==> src/rtl/ram_fifo_ctrl_if.sv <==
// User-side and RAM-side bus of the ram_fifo_ctrl FIFO controller.
// o_Overflow/o_Underflow exist only when RAM_FIFO_ERR_FLAGS_EN is defined.
interface ram_fifo_ctrl_if #(
    parameter int unsigned WIDTH = 16,
    parameter int unsigned DEPTH = 256
);
    localparam int unsigned AW = $clog2(DEPTH);
    localparam int unsigned CW = AW + 1;

    logic             i_Wr_DV;
    logic [WIDTH-1:0] i_Wr_Data;
    logic             o_Full;
    logic             o_AF;
    logic             i_Rd_En;
    logic             o_Rd_DV;
    logic [WIDTH-1:0] o_Rd_Data;
    logic             o_Empty;
    logic             o_AE;
    logic [CW-1:0]    o_Count;
    logic [AW-1:0]    o_Ram_Wr_Addr;
    logic             o_Ram_Wr_DV;
    logic [WIDTH-1:0] o_Ram_Wr_Data;
    logic [AW-1:0]    o_Ram_Rd_Addr;
    logic             o_Ram_Rd_En;
    logic             i_Ram_Rd_DV;
    logic [WIDTH-1:0] i_Ram_Rd_Data;
`ifdef RAM_FIFO_ERR_FLAGS_EN
    logic             o_Overflow;
    logic             o_Underflow;

    modport slave (
        input  i_Wr_DV, i_Wr_Data, i_Rd_En, i_Ram_Rd_DV, i_Ram_Rd_Data,
        output o_Full, o_AF, o_Rd_DV, o_Rd_Data, o_Empty, o_AE, o_Count,
        output o_Ram_Wr_Addr, o_Ram_Wr_DV, o_Ram_Wr_Data, o_Ram_Rd_Addr, o_Ram_Rd_En,
        output o_Overflow, o_Underflow
    );
    modport master (
        output i_Wr_DV, i_Wr_Data, i_Rd_En, i_Ram_Rd_DV, i_Ram_Rd_Data,
        input  o_Full, o_AF, o_Rd_DV, o_Rd_Data, o_Empty, o_AE, o_Count,
        input  o_Ram_Wr_Addr, o_Ram_Wr_DV, o_Ram_Wr_Data, o_Ram_Rd_Addr, o_Ram_Rd_En,
        input  o_Overflow, o_Underflow
    );
`else
    modport slave (
        input  i_Wr_DV, i_Wr_Data, i_Rd_En, i_Ram_Rd_DV, i_Ram_Rd_Data,
        output o_Full, o_AF, o_Rd_DV, o_Rd_Data, o_Empty, o_AE, o_Count,
        output o_Ram_Wr_Addr, o_Ram_Wr_DV, o_Ram_Wr_Data, o_Ram_Rd_Addr, o_Ram_Rd_En
    );
    modport master (
        output i_Wr_DV, i_Wr_Data, i_Rd_En, i_Ram_Rd_DV, i_Ram_Rd_Data,
        input  o_Full, o_AF, o_Rd_DV, o_Rd_Data, o_Empty, o_AE, o_Count,
        input  o_Ram_Wr_Addr, o_Ram_Wr_DV, o_Ram_Wr_Data, o_Ram_Rd_Addr, o_Ram_Rd_En
    );
`endif
endinterface

==> src/rtl/ram_fifo_ctrl.sv <==
// FWFT FIFO controller over a dual-port RAM with 1-cycle read latency, using a 2-entry prefetch buffer.
// Optional sticky o_Overflow/o_Underflow ports when RAM_FIFO_ERR_FLAGS_EN is defined.
module ram_fifo_ctrl #(
    parameter int unsigned WIDTH    = 16,
    parameter int unsigned DEPTH    = 256,
    parameter int unsigned AF_LEVEL = DEPTH - 4,
    parameter int unsigned AE_LEVEL = 4
) (
    input logic            i_Clk,
    input logic            i_Rst_L,
    ram_fifo_ctrl_if.slave bus
);
    localparam int unsigned AW = $clog2(DEPTH);
    localparam int unsigned CW = AW + 1;
    localparam logic [CW-1:0] FULL_LVL = CW'(DEPTH);
    localparam logic [CW-1:0] AF_LVL   = CW'(AF_LEVEL);
    localparam logic [CW-1:0] AE_LVL   = CW'(AE_LEVEL);

    logic [AW-1:0]    wr_ptr, rd_ptr;
    logic [CW-1:0]    ram_cnt, ram_cnt_n, count, count_n;
    logic             in_flight;
    logic             head_v, head_v_n, skid_v, skid_v_n;
    logic [WIDTH-1:0] head_d, head_d_n, skid_d, skid_d_n;
    logic             full_q, af_q, empty_q, ae_q;
    logic             push, pop, ret, issue;
    logic [1:0]       occ;

    // Handshake qualification and RAM read issue decision
    always_comb begin
        push  = bus.i_Wr_DV & ~full_q;
        pop   = head_v & bus.i_Rd_En;
        ret   = bus.i_Ram_Rd_DV & in_flight;
        occ   = 2'(head_v) + 2'(skid_v) + 2'(in_flight) - 2'(pop);
        issue = (ram_cnt != '0) && (occ < 2'd2);
        ram_cnt_n = ram_cnt + CW'(push) - CW'(issue);
        case ({push, pop})
            2'b10:   count_n = count + CW'(1);
            2'b01:   count_n = count - CW'(1);
            default: count_n = count;
        endcase
    end

    // Prefetch buffer: pop shifts the skid entry up, then a returning word fills the first free slot
    always_comb begin
        head_v_n = head_v;
        head_d_n = head_d;
        skid_v_n = skid_v;
        skid_d_n = skid_d;
        if (pop) begin
            head_v_n = skid_v;
            head_d_n = skid_d;
            skid_v_n = 1'b0;
        end
        if (ret) begin
            if (!head_v_n) begin
                head_v_n = 1'b1;
                head_d_n = bus.i_Ram_Rd_Data;
            end else begin
                skid_v_n = 1'b1;
                skid_d_n = bus.i_Ram_Rd_Data;
            end
        end
    end

    always_ff @(posedge i_Clk) begin
        if (!i_Rst_L) begin
            wr_ptr    <= '0;
            rd_ptr    <= '0;
            ram_cnt   <= '0;
            count     <= '0;
            in_flight <= 1'b0;
            head_v    <= 1'b0;
            head_d    <= '0;
            skid_v    <= 1'b0;
            skid_d    <= '0;
            full_q    <= 1'b0;
            af_q      <= (AF_LVL == '0);
            empty_q   <= 1'b1;
            ae_q      <= 1'b1;
        end else begin
            if (push)  wr_ptr <= wr_ptr + AW'(1);
            if (issue) rd_ptr <= rd_ptr + AW'(1);
            ram_cnt   <= ram_cnt_n;
            count     <= count_n;
            in_flight <= issue;
            head_v    <= head_v_n;
            head_d    <= head_d_n;
            skid_v    <= skid_v_n;
            skid_d    <= skid_d_n;
            // Flags track the post-edge count so they always agree with o_Count
            full_q    <= (count_n == FULL_LVL);
            af_q      <= (count_n >= AF_LVL);
            empty_q   <= (count_n == '0);
            ae_q      <= (count_n <= AE_LVL);
        end
    end

`ifdef RAM_FIFO_ERR_FLAGS_EN
    logic ovf_q, udf_q;

    always_ff @(posedge i_Clk) begin
        if (!i_Rst_L) begin
            ovf_q <= 1'b0;
            udf_q <= 1'b0;
        end else begin
            ovf_q <= ovf_q | (bus.i_Wr_DV & full_q);
            udf_q <= udf_q | (bus.i_Rd_En & ~head_v);
        end
    end

    assign bus.o_Overflow  = ovf_q;
    assign bus.o_Underflow = udf_q;
`endif

    assign bus.o_Full        = full_q;
    assign bus.o_AF          = af_q;
    assign bus.o_Empty       = empty_q;
    assign bus.o_AE          = ae_q;
    assign bus.o_Count       = count;
    assign bus.o_Rd_DV       = head_v;
    assign bus.o_Rd_Data     = head_d;
    assign bus.o_Ram_Wr_DV   = push;
    assign bus.o_Ram_Wr_Addr = wr_ptr;
    assign bus.o_Ram_Wr_Data = bus.i_Wr_Data;
    assign bus.o_Ram_Rd_En   = issue;
    assign bus.o_Ram_Rd_Addr = rd_ptr;
endmodule

==> src/flat_wrapper.sv <==
// flat-port wrapper written by rule: the top's interface ports become plain ports
module ram_fifo_ctrl_flat 
#(
    parameter int unsigned WIDTH    = 16,
    parameter int unsigned DEPTH    = 256,
    parameter int unsigned AF_LEVEL = DEPTH - 4,
    parameter int unsigned AE_LEVEL = 4
)
  (i_Clk, i_Rst_L, bus_i_Wr_DV, bus_i_Wr_Data, bus_i_Rd_En, bus_i_Ram_Rd_DV, bus_i_Ram_Rd_Data, bus_o_Full, bus_o_AF, bus_o_Rd_DV, bus_o_Rd_Data, bus_o_Empty, bus_o_AE, bus_o_Count, bus_o_Ram_Wr_Addr, bus_o_Ram_Wr_DV, bus_o_Ram_Wr_Data, bus_o_Ram_Rd_Addr, bus_o_Ram_Rd_En);
  ram_fifo_ctrl_if #(.WIDTH(WIDTH), .DEPTH(DEPTH)) bus_i ();
  input logic i_Clk;
  input logic i_Rst_L;
  input wire logic [$bits(bus_i.i_Wr_DV)-1:0] bus_i_Wr_DV;
  input wire logic [$bits(bus_i.i_Wr_Data)-1:0] bus_i_Wr_Data;
  input wire logic [$bits(bus_i.i_Rd_En)-1:0] bus_i_Rd_En;
  input wire logic [$bits(bus_i.i_Ram_Rd_DV)-1:0] bus_i_Ram_Rd_DV;
  input wire logic [$bits(bus_i.i_Ram_Rd_Data)-1:0] bus_i_Ram_Rd_Data;
  output wire logic [$bits(bus_i.o_Full)-1:0] bus_o_Full;
  output wire logic [$bits(bus_i.o_AF)-1:0] bus_o_AF;
  output wire logic [$bits(bus_i.o_Rd_DV)-1:0] bus_o_Rd_DV;
  output wire logic [$bits(bus_i.o_Rd_Data)-1:0] bus_o_Rd_Data;
  output wire logic [$bits(bus_i.o_Empty)-1:0] bus_o_Empty;
  output wire logic [$bits(bus_i.o_AE)-1:0] bus_o_AE;
  output wire logic [$bits(bus_i.o_Count)-1:0] bus_o_Count;
  output wire logic [$bits(bus_i.o_Ram_Wr_Addr)-1:0] bus_o_Ram_Wr_Addr;
  output wire logic [$bits(bus_i.o_Ram_Wr_DV)-1:0] bus_o_Ram_Wr_DV;
  output wire logic [$bits(bus_i.o_Ram_Wr_Data)-1:0] bus_o_Ram_Wr_Data;
  output wire logic [$bits(bus_i.o_Ram_Rd_Addr)-1:0] bus_o_Ram_Rd_Addr;
  output wire logic [$bits(bus_i.o_Ram_Rd_En)-1:0] bus_o_Ram_Rd_En;
  assign bus_i.i_Wr_DV = bus_i_Wr_DV;
  assign bus_i.i_Wr_Data = bus_i_Wr_Data;
  assign bus_i.i_Rd_En = bus_i_Rd_En;
  assign bus_i.i_Ram_Rd_DV = bus_i_Ram_Rd_DV;
  assign bus_i.i_Ram_Rd_Data = bus_i_Ram_Rd_Data;
  assign bus_o_Full = bus_i.o_Full;
  assign bus_o_AF = bus_i.o_AF;
  assign bus_o_Rd_DV = bus_i.o_Rd_DV;
  assign bus_o_Rd_Data = bus_i.o_Rd_Data;
  assign bus_o_Empty = bus_i.o_Empty;
  assign bus_o_AE = bus_i.o_AE;
  assign bus_o_Count = bus_i.o_Count;
  assign bus_o_Ram_Wr_Addr = bus_i.o_Ram_Wr_Addr;
  assign bus_o_Ram_Wr_DV = bus_i.o_Ram_Wr_DV;
  assign bus_o_Ram_Wr_Data = bus_i.o_Ram_Wr_Data;
  assign bus_o_Ram_Rd_Addr = bus_i.o_Ram_Rd_Addr;
  assign bus_o_Ram_Rd_En = bus_i.o_Ram_Rd_En;
  ram_fifo_ctrl #(.WIDTH(WIDTH), .DEPTH(DEPTH), .AF_LEVEL(AF_LEVEL), .AE_LEVEL(AE_LEVEL)) u_core (.i_Clk(i_Clk), .i_Rst_L(i_Rst_L), .bus(bus_i));
endmodule
==> config.mk <==
export PLATFORM = sky130hd
export DESIGN_NAME = ram_fifo_ctrl_flat
export DESIGN_NICKNAME = d
export VERILOG_FILES = /design/src/rtl/ram_fifo_ctrl_if.sv /design/src/rtl/ram_fifo_ctrl.sv /design/src/flat_wrapper.sv
export SDC_FILE = /design/constraint.sdc
export NUM_CORES = 1
export LEC_CHECK = 0
export CORE_MARGIN = 2
export CORE_UTILIZATION = 49
export DETAILED_ROUTE_END_ITERATION = 10
export PLACE_DENSITY = 0.82
export SETUP_SLACK_MARGIN = 0.05
export SYNTH_ARGS = -nofsm -noshare
export SYNTH_HDL_FRONTEND = slang
export SYNTH_SLANG_ARGS = --single-unit
export TNS_END_PERCENT = 100
==> constraint.sdc <==
create_clock -name i_Clk -period 5.8 [get_ports i_Clk]
set_input_delay 0.58 -clock i_Clk [delete_from_list [all_inputs] [get_ports i_Clk]]
set_output_delay 0.58 -clock i_Clk [all_outputs]
set_load 0.02 [all_outputs]
==> metrics.yaml <==
port_buffers: 68
synth_top_area_frac: 0.378
gp_congestion: 0.830
die-area_um2: 8610
synth_edf_count: 0
ir_drop_mv: 0.278
path_max_fanout: 25
post-place-ws_ns: 1.20
setup_violations: 0
initial_core_util: 0.502
fmax_mhz: 234
dp_hpwl_mm: 5.92
cts_inserted_buffers: 9
outcome: "complete, no violations"
seq_power_share: 0.379
cts_buffer_depth: 2
internal-power_mw: 1.06
drtIter0Drc: 163
num_rows: 32
via_per_inst: 5.61
clockRootBuffer: "clkbuf_8"
cp-start-kind: "input port"
postSynthCellCount: 458
comb_power_share: 0.374
ys_seq_area_frac: 0.378
crit_required_ns: 6.07
switching_share: 0.349
grt_pass1_wl_mm: 14.3
clock-sinks: 73
ctsHoldBuffers: 0
synthFlopType: "dfxtp_1"
slew_violations: 0
r2r_end: "u_core.ram_cnt[8]$_SDFF_PN0_"
relSlewSlack: 0.223
timing.critical_path.to: "u_core.ram_cnt[8]$_SDFF_PN0_"
layout-drive-gt1-share: 0.0777
route.detailed.drc: 0
power_density_nw_per_um2: 353
postSynthAreaPerCell_um2: 8.43
final_cell_mix: "80 x nand2_1, 73 x dfxtp_1, 68 x clkdlybuf4s50_1, 46 x nor2_1, 34 x a21oi_1"
r2r-start: "u_core.bus.o_Rd_DV$_SDFF_PN0_"
worst_pin_slew_ns: 1.16
setup_tns_ns: 0
critPathLaunch: "bus_i_Rd_En"
core_um2: 7690
synth_area_um2: 3860
power.leakage_nw: 1.70
ant_nets: 0
layout_commonest_cell: "nand2_1"
rsz0062_at_grt: "no"
vias: 3386
p_clk_frac: 0.247
synthesis.nets: 514
io_pins: 101
ctsResizeCount: 0
fin_nets: 553
yosys.cell_types.count: 65
n_antenna_cell: 0
ys_ff_latch: 73
clock_latency_ns: 0.35
fin_crit_ns: 4.26
critPathArrivalTime_ns: 4.54
overflow: 0
synthArstFlopShare: 0
fin_skew_ns: 0.00875
end_kind: "flip-flop"
die_x_um: 92.8
final_hold_viol_count: 0
cts_setup_buffers: 0
hold_path_depth: 2
first_global_vias: 3180
wirelength_mm: 8.78
area_growth_pct: 19.5
fin_util: 0.600
ys_top_cells_by_area: "dfxtp_1 38%, nand2_1 7.8%, ha_1 5.8%"
fin_ws_ns: 1.54
fin_crit_sh: 0.735
fp.dieH_um: 92.8
cts_tree: "yes"
reg2reg_depth: 19
grt_max_degree: 65
yosysWarnings: 0
wl_per_cell_um: 14.5
p_sw_mw: 0.569
hp-class: "reg2reg"
cap_viol_max_count: 0
synth_top_cell_by_area: "dfxtp_1"
firstDrtPassIters: 5
clk_pin_slew_ns: 0.08
htreeDepth: 3
hold-worst-slack_ns: 0.457
track_usage: 0.206
antenna_found_initial: 0
critical_path_class: "in2reg"
rrSetupSlack_ns: 1.84
area by class of cell:
type                       count  area, µm²
clock inverter                 5       55.1
timing repair buffer          70        696
inverter                      18       67.6
multi-input combinational    325       2070
fill                         670       3070
clock buffer                  11        141
tap                          102        128
sequential                    73       1460
Yosys cell counts, types with 4 or more instances:
cell      number
a21oi_1       34
a311oi_1      17
and2_1         5
and3_1         5
buf_2          4
buf_4         17
buf_6          5
clkbuf_1      12
dfxtp_1       73
ha_1          18
inv_1         17
mux2i_1        4
nand2_1       80
nand4_1       11
nor2_1        46
nor3_1         9
o21ai_0        8
or2_2          4
xnor2_1       13
xor2_1        11
how the worst min path moves through the flow:
stage / start / end / slack [ns]
final: u_core.skid_d[0]$_SDFFE_PN0P_ / u_core.skid_d[0]$_SDFFE_PN0P_ / 0.46
after global routing: u_core.skid_d[2]$_SDFFE_PN0P_ / u_core.skid_d[2]$_SDFFE_PN0P_ / 0.48
after CTS: u_core.skid_d[0]$_SDFFE_PN0P_ / u_core.skid_d[0]$_SDFFE_PN0P_ / 0.46
after detailed placement: u_core.skid_d[0]$_SDFFE_PN0P_ / u_core.skid_d[0]$_SDFFE_PN0P_ / 0.45
after global placement: u_core.skid_d[7]$_SDFFE_PN0P_ / u_core.skid_d[7]$_SDFFE_PN0P_ / 0.44
after floorplan: u_core.skid_d[0]$_SDFFE_PN0P_ / u_core.skid_d[0]$_SDFFE_PN0P_ / 0.44
registers in the layout (all words and copies together), names as in the netlist:
name and flops:
u_core.bus.o_Rd_Data 16, u_core.skid_d 16, u_core.bus.o_Count 9, u_core.ram_cnt 9, u_core.bus.o_Ram_Rd_Addr 8, u_core.bus.o_Ram_Wr_Addr 8
u_core.bus.o_AE 1, u_core.bus.o_AF 1, u_core.bus.o_Empty 1, u_core.bus.o_Full 1, u_core.bus.o_Rd_DV 1, u_core.in_flight 1
u_core.skid_v 1
critical path: stages:
cell and delay (ns):
clkdlybuf4s50_1 0.44, nand2_2 0.40, inv_1 0.12, ha_1 0.29, inv_1 0.04, ha_1 0.26
a21oi_1 0.16, xnor2_1 0.15, a31oi_2 0.05, buf_4 0.19, ha_1 0.28, inv_1 0.04
ha_1 0.20, fa_1 0.41, a21oi_1 0.16, o21bai_1 0.11, a21oi_1 0.20, o21ai_0 0.14
and3_1 0.18, nor3_1 0.14
per-layer routing:
| layer | track usage | up-vias | wire length [µm] |
|---|---|---|---|
| met5 | 0 | - | 0 |
| met4 | 0.0760 | 0 | 89 |
| met3 | 0.0504 | 12 | 461 |
| met2 | 0.350 | 102 | 4450 |
| met1 | 0.252 | 1615 | 3780 |
| li1 | - | 1657 | - |
logic make-up (layout without fill, tap and decap cells):
group / Yosys count / count (layout) / synth area share
AO/OA/AOI/OAI: 94 / 94 / 0.179
multiplexers: 4 / 4 / 0.0104
adder cells (fa/ha/maj): 19 / 19 / 0.0635
XOR/XNOR: 24 / 24 / 0.0544
flip-flops: 73 / 73 / 0.378
AND/OR/NAND/NOR: 184 / 184 / 0.228
buffers and inverters: 60 / 104 / 0.0862
through the flow:
step | std cells | power (mW) | cell area [µm²]
after floorplan | 458 | 1.07 | 3860
after global placement | 588 | 1.21 | 4420
after detailed placement | 588 | 1.22 | 4420
after CTS | 604 | 1.64 | 4620
after global routing | 604 | 1.74 | 4620
final | 604 | 1.63 | 4620
power groups by stage:
| stage | clock network, mW | registers (mW) | logic (mW) |
|---|---|---|---|
| 2_1_floorplan | 0 | 0.652 | 0.420 |
| 3_3_place_gp | 0 | 0.627 | 0.579 |
| 3_5_place_dp | 0 | 0.627 | 0.598 |
| 4_1_cts | 0.411 | 0.618 | 0.608 |
| 5_1_grt | 0.432 | 0.626 | 0.682 |
| 6_report | 0.403 | 0.617 | 0.610 |
(Power assumes the default switching activity.)
